$ cat src/rtl/fmax_window.sv
// -----------------------------------------------------------------------------
// fmax_window
//   Streaming maximum over fixed-size windows of FloPoCo floats (wE=4, wF=4).
//   Each window of WINDOW accepted elements produces one result: the largest
//   element and its position in the window. If any element is NaN, the result
//   is the canonical NaN (11'h600) and points at the first NaN.
//
//   Float layout: {exc[10:9], sign[8], exp[7:4], frac[3:0]}
//     exc 00 = zero, 01 = normal, 10 = infinity, 11 = NaN
//
// Handshake:
//   A transfer happens on a rising clk edge where valid and ready are both
//   high. in_ready depends only on registered state and never on out_ready.
//   out_* is registered and held steady while out_valid=1 and out_ready=0.
//
// Ports:
//   clk        clock, all state on the rising edge
//   rst_n      asynchronous active-low reset
//   in_data    element to reduce
//   in_valid   in_data is valid
//   in_ready   block accepts in_data this cycle
//   out_data   window maximum (same float format)
//   out_idx    0-based window position of the reported element
//   out_nan    window contained at least one NaN
//   out_valid  result valid
//   out_ready  consumer accepts the result
// -----------------------------------------------------------------------------

// fcmplt: ordered less-than compare of two FloPoCo floats.
//   x_lt_y    x < y (only meaningful when unordered = 0)
//   unordered at least one operand is NaN
//   +0 and -0 compare equal; -inf < normals/zero < +inf.
module fcmplt #(
    parameter int WE = 4,
    parameter int WF = 4
) (
    input  logic [WE+WF+2:0] x,
    input  logic [WE+WF+2:0] y,
    output logic             x_lt_y,
    output logic             unordered
);
    localparam int N = WE + WF + 3;   // total width
    localparam int M = WE + WF + 2;   // magnitude key width

    // Magnitude key: zero < every normal < infinity. The exception code is
    // placed above exponent/fraction so one unsigned compare orders all
    // non-NaN magnitudes.
    function automatic logic [M-1:0] mag_of(input logic [N-1:0] v);
        logic [M-1:0] m;
        case (v[N-1:N-2])
            2'b00:   m = '0;
            2'b01:   m = {2'b01, v[WE+WF-1:0]};
            default: m = {2'b10, {(WE+WF){1'b0}}};
        endcase
        return m;
    endfunction

    logic [M-1:0] mag_x;
    logic [M-1:0] mag_y;
    logic         neg_x;
    logic         neg_y;
    logic         nan_x;
    logic         nan_y;

    always_comb begin
        mag_x = mag_of(x);
        mag_y = mag_of(y);
        nan_x = (x[N-1:N-2] == 2'b11);
        nan_y = (y[N-1:N-2] == 2'b11);
        // Zero carries no effective sign so that -0 == +0.
        neg_x = x[N-3] && (x[N-1:N-2] != 2'b00);
        neg_y = y[N-3] && (y[N-1:N-2] != 2'b00);

        unordered = nan_x || nan_y;
        x_lt_y    = 1'b0;
        if (!unordered) begin
            if (neg_x != neg_y) begin
                x_lt_y = neg_x;
            end else if (!neg_x) begin
                x_lt_y = (mag_x < mag_y);
            end else begin
                x_lt_y = (mag_x > mag_y);
            end
        end
    end
endmodule

module fmax_window #(
    parameter int ID     = 1,
    parameter int WINDOW = 4
) (
    input  logic        clk,
    input  logic        rst_n,
    input  logic [10:0] in_data,
    input  logic        in_valid,
    output logic        in_ready,
    output logic [10:0] out_data,
    output logic [7:0]  out_idx,
    output logic        out_nan,
    output logic        out_valid,
    input  logic        out_ready
);
    // WINDOW must fit the 8-bit position counter.
    if (WINDOW < 1 || WINDOW > 256) begin : g_bad_window
        $error("fmax_window: WINDOW out of range 1..256");
    end

    // ID is an instance tag only; it has no functional effect.
    if (ID < 0) begin : g_neg_id
    end

    localparam logic [7:0]  LAST_POS = 8'(WINDOW - 1);
    localparam logic [10:0] NAN_VAL  = 11'h600;

    typedef enum logic [1:0] {
        ACC0 = 2'd0,   // expecting element 0
        ACC  = 2'd1,   // elements 1..WINDOW-1
        HOLD = 2'd2    // result pending
    } state_t;

    state_t      state_q, state_d;
    logic [7:0]  cnt_q,   cnt_d;
    logic [10:0] max_q,   max_d;
    logic [7:0]  idx_q,   idx_d;
    logic        nan_q,   nan_d;

    logic accept;
    logic in_is_nan;
    logic max_lt_in;
    logic cmp_unordered;

    fcmplt #(
        .WE(4),
        .WF(4)
    ) u_cmp (
        .x         (max_q),
        .y         (in_data),
        .x_lt_y    (max_lt_in),
        .unordered (cmp_unordered)
    );

    assign in_ready  = (state_q != HOLD);
    assign out_valid = (state_q == HOLD);
    assign out_data  = max_q;
    assign out_idx   = idx_q;
    assign out_nan   = nan_q;

    assign accept    = in_valid && in_ready;
    assign in_is_nan = (in_data[10:9] == 2'b11);

    always_comb begin
        state_d = state_q;
        cnt_d   = cnt_q;
        max_d   = max_q;
        idx_d   = idx_q;
        nan_d   = nan_q;

        case (state_q)
            ACC0: begin
                if (accept) begin
                    max_d = in_is_nan ? NAN_VAL : in_data;
                    idx_d = 8'd0;
                    nan_d = in_is_nan;
                    if (WINDOW == 1) begin
                        state_d = HOLD;
                        cnt_d   = 8'd0;
                    end else begin
                        state_d = ACC;
                        cnt_d   = 8'd1;
                    end
                end
            end

            ACC: begin
                if (accept) begin
                    // Once a NaN has been seen the result is frozen.
                    if (!nan_q) begin
                        if (in_is_nan) begin
                            nan_d = 1'b1;
                            max_d = NAN_VAL;
                            idx_d = cnt_q;
                        end else if (max_lt_in && !cmp_unordered) begin
                            // Strictly greater only: ties keep the earlier one.
                            max_d = in_data;
                            idx_d = cnt_q;
                        end
                    end
                    if (cnt_q == LAST_POS) begin
                        state_d = HOLD;
                        cnt_d   = 8'd0;
                    end else begin
                        cnt_d = cnt_q + 8'd1;
                    end
                end
            end

            HOLD: begin
                if (out_ready) begin
                    state_d = ACC0;
                end
            end

            default: begin
                state_d = ACC0;
                cnt_d   = 8'd0;
            end
        endcase
    end

    always_ff @(posedge clk or negedge rst_n) begin
        if (!rst_n) begin
            state_q <= ACC0;
            cnt_q   <= 8'd0;
            max_q   <= 11'd0;
            idx_q   <= 8'd0;
            nan_q   <= 1'b0;
        end else begin
            state_q <= state_d;
            cnt_q   <= cnt_d;
            max_q   <= max_d;
            idx_q   <= idx_d;
            nan_q   <= nan_d;
        end
    end
endmodule

$ cat config.mk
export PLATFORM = sky130hd
export DESIGN_NAME = fmax_window
export DESIGN_NICKNAME = d
export VERILOG_FILES = /design/src/rtl/fmax_window.sv
export SDC_FILE = /design/constraint.sdc
export NUM_CORES = 1
export LEC_CHECK = 0
export ABC_AREA = 0
export BUFFER_PORTS_ARGS = -buffer_cell sky130_fd_sc_hd__buf_2
export CAP_MARGIN = 25
export CORE_MARGIN = 3
export CORE_UTILIZATION = 50
export CTS_CLUSTER_DIAMETER = 60
export DETAILED_ROUTE_END_ITERATION = 8
export PLACE_DENSITY_LB_ADDON = 0.3
export SLEW_MARGIN = 20
export SYNTH_ARGS = -nofsm -noshare
export SYNTH_HDL_FRONTEND = slang
export SYNTH_HIERARCHICAL = 1
export SYNTH_SLANG_ARGS = --single-unit
$ cat constraint.sdc
create_clock -name clk -period 3.3 [get_ports clk]
set_input_delay 0.165 -clock clk [delete_from_list [all_inputs] [get_ports clk]]
set_output_delay 0.165 -clock clk [all_outputs]
set_load 0.1 [all_outputs]
==> results of run 1 <==
## worst register-to-register path: stages, from the launching register on
cell	delay, ns
dfrtp_2	0.45
nor2b_4	0.21
and2_1	0.16
ha_1	0.24
a21oi_1	0.15
o21ai_0	0.13
a2111oi_2	0.41
mux2i_1	0.22
nand2b_1	0.07
a21o_1	0.18
a21oi_2	0.24
buf_4	0.24
mux2i_1	0.22
## state kept, by name, indices dropped and copies added (netlist names)
name,count
out_nan,1
out_data,11
cnt_q,8
state_q,2
out_idx,8
## kinds of logic after synthesis
| kind of cell | after synthesis | share of synthesized area (%) |
|---|---|---|
| AOI/OAI and AO/OA | 32 | 11.16 |
| adders and majority gates | 11 | 7.348 |
| buffers and inverters | 34 | 8.350 |
| DFF | 30 | 40.08 |
| muxes | 23 | 12.42 |
| and+or+nand+nor | 73 | 20.64 |
## layer usage
| metal | vias to the layer above | track usage [%] |
|---|---|---|
| met1 | 761 | 22.15 |
| met5 | - | 0 |
| met2 | 19 | 34.36 |
| met4 | 0 | 6.076 |
| li1 | 762 | - |
| met3 | 5 | 3.993 |
## metrics by stage
stage / hold WS [ns] / std cells / utilization (%) / setup WS [ns]
finish: 0.09205 / 288 / 63.53 / 0.2907
global route: 0.09652 / 288 / 63.53 / 0.07587
CTS: 0.08919 / 288 / 63.31 / 0.003267
detailed placement: 0.2407 / 279 / 59.88 / 0.04760
global placement: 0.2408 / 279 / 59.88 / 0.1445
floorplan: -0.1306 / 203 / - / 0.02623
## layout by cell type (no fill, tap or decap), drive strengths merged, types with 2 or more instances in the layout
cell | synthesis | final
inv | 24 | 24
a22o | 2 | 2
nand3 | 3 | 3
and2 | 8 | 8
nor2b | 3 | 3
buf | 6 | 40
ha | 11 | 11
nand3b | 3 | 3
a211oi | 2 | 2
mux2i | 21 | 21
dfrtp | 30 | 30
mux2 | 2 | 2
clkbuf | 4 | 5
nand4 | 3 | 3
nor2 | 5 | 5
nand2b | 5 | 5
o22ai | 2 | 2
o21ai | 11 | 11
a31oi | 2 | 2
a21oi | 7 | 7
nand2 | 37 | 37
clkinv | 0 | 2
a21o | 3 | 3
## what timing repair did
action,in CTS,in global routing
endpoints found under the setup margin,0,19
hold buffers,1,0
gates resized for setup,0,2
hold endpoints to repair,30,0
## layout make-up
| type | count | share of cell area (%) |
|---|---|---|
| multi-input cells | 139 | 44.18 |
| flip-flops and latches | 30 | 34.19 |
| repair buffers | 41 | 9.994 |
| inverters | 24 | 4.089 |
| clock buffers | 5 | 3.123 |
| well taps | 46 | 2.612 |
| clock inverters | 3 | 1.817 |
## worst max path at each step
stage	from	to	cells after the start	slack (ns)
6_report	out_data[10]	out_data[5]	12	0.29
5_1_grt	out_data[10]	out_data[7]	12	0.08
4_1_cts	out_data[10]	out_data[5]	12	0.003
3_5_place_dp	out_data[10]	out_data[5]	12	0.05
3_3_place_gp	out_data[10]	out_idx[0]	12	0.14
2_1_floorplan	out_data[9]	out_data[10]	13	0.03
==> impl_metrics.env, run 1 <==
export IMPL_status="complete, no violations"
export IMPL_final_nets=267
export IMPL_drt_iter0_drc=59
export IMPL_crit_path_top_delay_cell="dfrtp_2"
export IMPL_yosys_most_used_dff="dfrtp_1"
export IMPL_hold_class="primary input to flip-flop"
export IMPL_placed_area_sq_um=2077
export IMPL_fin_crit_sh_pct=91.19
export IMPL_clkTransAtPathRegs_ns=0.07
export IMPL_path_cells="nor2b_4 > and2_1 > ha_1 > a21oi_1 > o21ai_0 > a2111oi_2 > mux2i_1 > nand2b_1 > a21o_1 > a21oi_2 > buf_4 > mux2i_1"
export IMPL_drive_above_1_share_pct=24.38
export IMPL_boundaryPins=37
export IMPL_cts_buffer_depth=2
export IMPL_hp_start="out_ready"
export IMPL_cts_setup_buffers=0
export IMPL_ff_latch_area_sq_um=753.2
export IMPL_nFillCells=318
export IMPL_hold_depth=2
export IMPL_reg2reg_slack_ns=0.29
export IMPL_multiInputGateArea_sq_um=973.4
export IMPL_synthTopCellsByCount="nand2_1 (37), dfrtp_1 (30), inv_1 (24)"
export IMPL_grt_max_degree=31
export IMPL_syn_area_per_cell_sq_um=9.227
export IMPL_rsz0062_at_grt="false"
export IMPL_wl_met1_um=1693
export IMPL_r2r_end="out_data[5]"
export IMPL_worstMarginPinSlew_ns=0.6564
export IMPL_fin_skew_ns=0.003074
export IMPL_yosysMostFrequentCell="nand2_1"
export IMPL_syn_inst=203
export IMPL_dr_wl_met2_um=1956
export IMPL_syn_nets=229
export IMPL_top_layer="met4"
export IMPL_coreArea_sq_um=3468
export IMPL_period_needed_ns=3.009
export IMPL_worstSetupEndpointType="flip-flop"
export IMPL_max_slew_margin_rel_pct=56.24
export IMPL_critPathArrivalTime_ns=3.20
export IMPL_crit_path_start_kind="flip-flop"
export IMPL_ys_seq_area_share_pct=40.08
export IMPL_routed_wl_met3_um=110
export IMPL_finalMaxSlewViolations=0
export IMPL_antenna_found_initial=0
export IMPL_diodes=0
export IMPL_max_freq_mhz=332.3
export IMPL_r2r_start="out_data[10]"
export IMPL_max_cap_viol_count=0
export IMPL_grt_pass1_vias=1482
export IMPL_rows=21
export IMPL_syn_area_sq_um=1873
export IMPL_cp_common_cell="mux2i_1"
export IMPL_gr_total_overflow=0
export IMPL_grt_pass1_wl_um=6555
export IMPL_yosys_area_top_type_share_pct=40.08
export IMPL_via_count=1547
export IMPL_htree_levels=2
export IMPL_critical_path_required_ns=3.49
export IMPL_cts_buffers=5
export IMPL_ys_warn_count=6
export IMPL_worstPathMaxFanout=9
export IMPL_clkLatencyLatePin_ns=0.28
export IMPL_ys_types=36
export IMPL_place_hpwl_um=2803
export IMPL_grt_usage_pct=18.95
export IMPL_die_x_um=67.21
export IMPL_synth_top_area_cell="dfrtp_1"
export IMPL_dr_pass1_iters=4
export IMPL_globalplace_congestion=0.8657
export IMPL_wirelength_um=3806
export IMPL_critPathTopFamily="compound AO/OA/AOI/OAI gates"
export IMPL_cts_root_buf="clkbuf_8"
export IMPL_cp_num_buf_inv=1
export IMPL_dieArea_sq_um=4517
export IMPL_min_to="state_q[1]"
export IMPL_synth_edf_count=0
export IMPL_start_util_pct=54.00
export IMPL_drc=0
export IMPL_clock_sinks=30
export IMPL_synth_seq_cells=30
export IMPL_cts_tree="yes"
export IMPL_ant_nets=0
export IMPL_dieHeight_um=67.21
export IMPL_slowest_delay_ns=0.45
export IMPL_setup_violations=0
export IMPL_wl_per_cell_um=13.22
export IMPL_fin_tns_setup_ns=0
export IMPL_numPortBuffers=36
export IMPL_worst_setup_path_type="flip-flop to flip-flop"
export IMPL_reg2reg_depth=12
export IMPL_area_growth_pct=17.64
export IMPL_netlist_top_cells_area="dfrtp_1 (40%), mux2i_1 (11%), nand2_1 (7.4%)"
export IMPL_hold_viol_final=0
export IMPL_vias_per_cell=5.372
export IMPL_final_area_sq_um=2203
export IMPL_async_flop_share_pct=100.0
Power of run 1 is left out: the tool's default activity adds up to more than one toggle a clock period on the data nets, which glitch-free logic cannot reach.
==> run 2: changes to the inputs <==
clock period = 3 ns   (was 3.3 ns; I/O delays follow)
==> impl_metrics.env, run 2 (same netlist as run 1, synthesis figures left out) <==
export IMPL_globalplace_congestion=0.8717
export IMPL_rows=21
export IMPL_drt_iter0_drc=123
export IMPL_area_growth_pct=24.05
export IMPL_worstPathMaxFanout=10
export IMPL_start_util_pct=54.00
export IMPL_min_to="state_q[1]"
export IMPL_wl_per_cell_um=14.29
export IMPL_setup_violations=0
export IMPL_drive_above_1_share_pct=29.39
export IMPL_r2r_start="out_data[9]"
export IMPL_max_freq_mhz=341.1
export IMPL_final_cell_mix="nand2_1 (37), buf_2 (36), dfrtp_1 (28)"
export IMPL_dieHeight_um=67.21
export IMPL_fin_skew_ns=0.007265
export IMPL_hold_depth=2
export IMPL_place_hpwl_um=2907
export IMPL_die_x_um=67.21
export IMPL_gr_total_overflow=0
export IMPL_r2r_end="out_idx[6]"
export IMPL_crit_path_top_delay_cell="dfrtp_4"
export IMPL_critPathArrivalTime_ns=3.13
export IMPL_final_common_cell="nand2_1"
export IMPL_cts_tree="yes"
export IMPL_worstMarginPinSlew_ns=0.6729
export IMPL_hold_class="primary input to flip-flop"
export IMPL_cts_buffer_depth=2
export IMPL_reg2reg_slack_ns=0.07
export IMPL_coreArea_sq_um=3468
export IMPL_grt_pass1_wl_um=6610
export IMPL_largest_reg_flops=11
export IMPL_cts_root_buf="clkbuf_8"
export IMPL_boundaryPins=37
export IMPL_grt_max_degree=31
export IMPL_hp_start="out_ready"
export IMPL_cp_num_buf_inv=3
export IMPL_grt_pass1_vias=1402
export IMPL_antenna_found_initial=0
export IMPL_final_nets=270
export IMPL_slowest_delay_ns=0.49
export IMPL_finalMaxSlewViolations=0
export IMPL_numPortBuffers=36
export IMPL_via_count=1532
export IMPL_fin_crit_sh_pct=97.71
export IMPL_worstSetupEndpointType="flip-flop"
export IMPL_placed_area_sq_um=2120
export IMPL_critical_path_required_ns=3.20
export IMPL_reg2reg_depth=13
export IMPL_ant_nets=0
export IMPL_max_cap_viol_count=0
export IMPL_max_slew_margin_rel_pct=55.14
export IMPL_wirelength_um=4159
export IMPL_period_needed_ns=2.931
export IMPL_cts_buffers=5
export IMPL_dieArea_sq_um=4517
export IMPL_clkLatencyLatePin_ns=0.28
export IMPL_cp_common_cell="mux2i_1"
export IMPL_drc=0
export IMPL_worst_setup_path_type="flip-flop to flip-flop"
export IMPL_grt_usage_pct=19.34
export IMPL_crit_path_start_kind="flip-flop"
export IMPL_clkTransAtPathRegs_ns=0.07
export IMPL_path_cells="nor2b_4 > and2_1 > ha_1 > nand4_1 > inv_1 > a2111oi_4 > mux2i_1 > nand2b_1 > a21o_1 > a21oi_2 > buf_6 > buf_12 > mux2i_1"
export IMPL_diodes=0
export IMPL_vias_per_cell=5.265
export IMPL_dr_pass1_iters=4
export IMPL_hold_viol_final=0
export IMPL_final_area_sq_um=2323
export IMPL_critPathTopFamily="compound AO/OA/AOI/OAI gates"
export IMPL_clock_sinks=30
export IMPL_status="complete, no violations"
export IMPL_htree_levels=2
## run 2: cell count changes in the layout (fill, tap and decap cells not counted), sizes merged
| cell | previous run | this run |
|---|---|---|
| buf | 40 | 42 |
| nor2b | 3 | 4 |
## run 2: final cells by class
| cell class | instances | area, sq um |
|---|---|---|
| clock buffer | 5 | 68.82 |
| clock inverter | 3 | 40.04 |
| fill | 290 | 1145 |
| inverter | 24 | 90.09 |
| multi-input combinational | 140 | 1060 |
| sequential | 30 | 755.7 |
| tap | 46 | 57.56 |
| timing repair buffer | 43 | 251.5 |
## run 2: metal layers
layer / share of wire [%] / wire (um) / GRT usage (%)
met1: 48 / 1980 / 28.38
met3: 4.6 / 193 / 3.993
met4: 1.8 / 74 / 6.076
met5: 0 / 0 / 0
met2: 46 / 1911 / 28.47
## run 2: how the worst max path moves through the flow
stage                      startpoint            to  cells after the start  slack [ns]
after detailed placement  out_data[9]    out_idx[6]                     13        -0.1
after global routing      out_data[9]   out_data[6]                     13       -0.06
after global placement    out_data[9]  out_data[10]                     12        0.06
after CTS                 out_data[9]    out_idx[6]                     13        0.03
final                     out_data[9]    out_idx[6]                     13        0.07
after floorplan           out_data[9]  out_data[10]                     13       -0.13
## run 2: what timing repair did
item | in CTS | in global routing
hold buffers | 1 | 0
setup endpoints to repair | 18 | 19
gates cloned | 0 | 1
pin swaps | 0 | 5
setup buffers | 0 | 0
endpoints found under the hold margin | 30 | 0
gates resized for setup | 1 | 10
## run 2: metrics by stage
step / std cells / hold WS (ns) / worst slack [ns] / utilization (%) / setup TNS (ns)
after global routing: 291 / 0.08603 / -0.05814 / 66.99 / -0.5258
after global placement: 281 / 0.2306 / 0.05807 / 61.11 / 0
after detailed placement: 281 / 0.2313 / -0.09544 / 61.11 / -0.9807
final: 291 / 0.06641 / 0.06873 / 66.99 / 0
after CTS: 290 / 0.06108 / 0.02991 / 64.61 / 0
after floorplan: 203 / -0.1456 / -0.1258 / - / -1.436
Power of run 2 is left out for the same reason.
==> run 3: changes to the inputs <==
--- a/config.mk
+++ b/config.mk
@@ -8,2 +8,3 @@
 export ABC_AREA = 0
+export ABC_CLOCK_PERIOD_IN_PS = 2800
 export BUFFER_PORTS_ARGS = -buffer_cell sky130_fd_sc_hd__buf_2
==> constraint.sdc (replaced) <==
create_clock -name clk -period 2.8 [get_ports clk]
set_input_delay 0.28 -clock clk [delete_from_list [all_inputs] [get_ports clk]]
set_output_delay 0.28 -clock clk [all_outputs]
set_load 0.1 [all_outputs]
==> impl_metrics.env, run 3 (same netlist as run 1, synthesis figures left out) <==
export IMPL_status="finished with violations"
export IMPL_violations="negative setup slack"
export IMPL_dr_pass1_iters=4
export IMPL_final_cell_mix="nand2_1 (37), buf_2 (36), dfrtp_1 (28)"
export IMPL_final_common_cell="nand2_1"
export IMPL_htree_levels=2
export IMPL_wl_per_cell_um=14.35
export IMPL_place_hpwl_um=2894
export IMPL_drive_above_1_share_pct=33.33
export IMPL_grt_pass1_vias=1468
export IMPL_drc=0
export IMPL_rows=21
export IMPL_largest_reg_flops=11
export IMPL_setup_violations=1
export IMPL_clkTransAtPathRegs_ns=0.07
export IMPL_finalMaxSlewViolations=0
export IMPL_hold_class="primary input to asynchronous set/reset pin"
export IMPL_worstPathMaxFanout=5
export IMPL_clock_sinks=30
export IMPL_cts_root_buf="clkbuf_8"
export IMPL_area_growth_pct=28.19
export IMPL_antenna_found_initial=0
export IMPL_numPortBuffers=36
export IMPL_hold_ws_ns=0.02322
export IMPL_period_needed_ns=2.806
export IMPL_dieHeight_um=67.21
export IMPL_crit_path_start_kind="flip-flop"
export IMPL_boundaryPins=37
export IMPL_clkLatencyLatePin_ns=0.29
export IMPL_via_count=1572
export IMPL_gr_total_overflow=0
export IMPL_worstSetupEndpointType="flip-flop"
export IMPL_vias_per_cell=5.329
export IMPL_max_slew_margin_rel_pct=55.17
export IMPL_setup_ws_ns=-0.005636
export IMPL_dieArea_sq_um=4517
export IMPL_worstMarginPinSlew_ns=0.6724
export IMPL_cts_tree="yes"
export IMPL_cts_buffers=5
export IMPL_die_x_um=67.21
export IMPL_grt_pass1_wl_um=6906
export IMPL_fin_crit_sh_pct=100.2
export IMPL_cts_buffer_depth=2
export IMPL_critPathArrivalTime_ns=2.99
export IMPL_globalplace_congestion=0.8872
export IMPL_start_util_pct=54.00
export IMPL_wirelength_um=4233
export IMPL_grt_usage_pct=20.66
export IMPL_max_freq_mhz=356.4
export IMPL_grt_max_degree=31
export IMPL_worst_setup_path_type="flip-flop to flip-flop"
export IMPL_ant_nets=0
export IMPL_nFillCells=291
export IMPL_fin_skew_ns=0.01144
export IMPL_max_cap_viol_count=0
export IMPL_diodes=0
export IMPL_final_nets=274
export IMPL_rsz0062_at_grt="true"
export IMPL_coreArea_sq_um=3468
export IMPL_drt_iter0_drc=65
export IMPL_hold_viol_final=0
export IMPL_critical_path_required_ns=2.98
==> run 3: worst max-delay path, stage by stage, from the launching register on <==
cell       delay [ns]
dfrtp_4          0.48
nor2b_4          0.16
and2_1           0.19
ha_4             0.28
nand4_1          0.12
or4_1            0.56
o2111ai_2        0.10
mux2i_1          0.10
nand2b_1         0.08
a21o_1           0.12
a21oi_2          0.06
buf_6            0.16
mux2_4           0.29
==> run 3: routing by layer <==
metal | global-route usage (%) | vias up | wire length [um]
met4 | 7.342 | 0 | 62
met2 | 32.39 | 31 | 2005
met5 | 0 | - | 0
li1 | - | 778 | -
met1 | 26.74 | 754 | 1975
met3 | 6.656 | 9 | 190
==> run 3: repair_timing <==
item                                   in CTS  in global routing
cloned                                      2                  0
pin swaps                                   8                  3
hold buffers                                0                  0
setup endpoints to repair                  19                 19
endpoints found under the hold margin       0                  0
buffers inserted                            0                  1
gates resized for setup                    16                  3
==> run 3: cell type report <==
class	count	area (sq um)	area share, %
multi-input cells	140	1090	45.39
flip-flops and latches	30	755.7	31.47
repair buffers	47	299.0	12.45
inverters	24	90.09	3.752
clock buffers	5	68.82	2.866
well taps	46	57.56	2.397
clock inverters	3	40.04	1.668
==> run 3: worst paths after layout <==
| kind | to | slack, ns | cells after the start | from |
|---|---|---|---|---|
| worst min-delay path | out_idx[1] | 0.02 | 1 | rst_n |
| worst min register to register | out_idx[6] | 0.52 | 2 | out_idx[6] |
| worst max-delay path | out_data[9] | -0.006 | 12 | out_data[9] |
| worst max register to register | out_data[9] | -0.006 | 12 | out_data[9] |
| min in group clk | state_q[1] | 0.19 | 2 | out_ready |
| max in group asynchronous | out_data[9] | 2.28 | 1 | rst_n |
==> run 3: through the flow <==
step | TNS, ns | instances | util, % | instance area [sq um] | setup slack, ns
floorplan | -4.910 | 203 | - | 1892 | -0.3258
global placement | -2.052 | 284 | 61.76 | 2142 | -0.1548
detailed placement | -5.710 | 284 | 61.76 | 2142 | -0.3621
CTS | 0 | 294 | 68.76 | 2385 | 0.005043
global route | -1.658 | 295 | 69.23 | 2401 | -0.1322
finish | -0.005636 | 295 | 69.23 | 2401 | -0.005636
Power of run 3 is left out for the same reason.
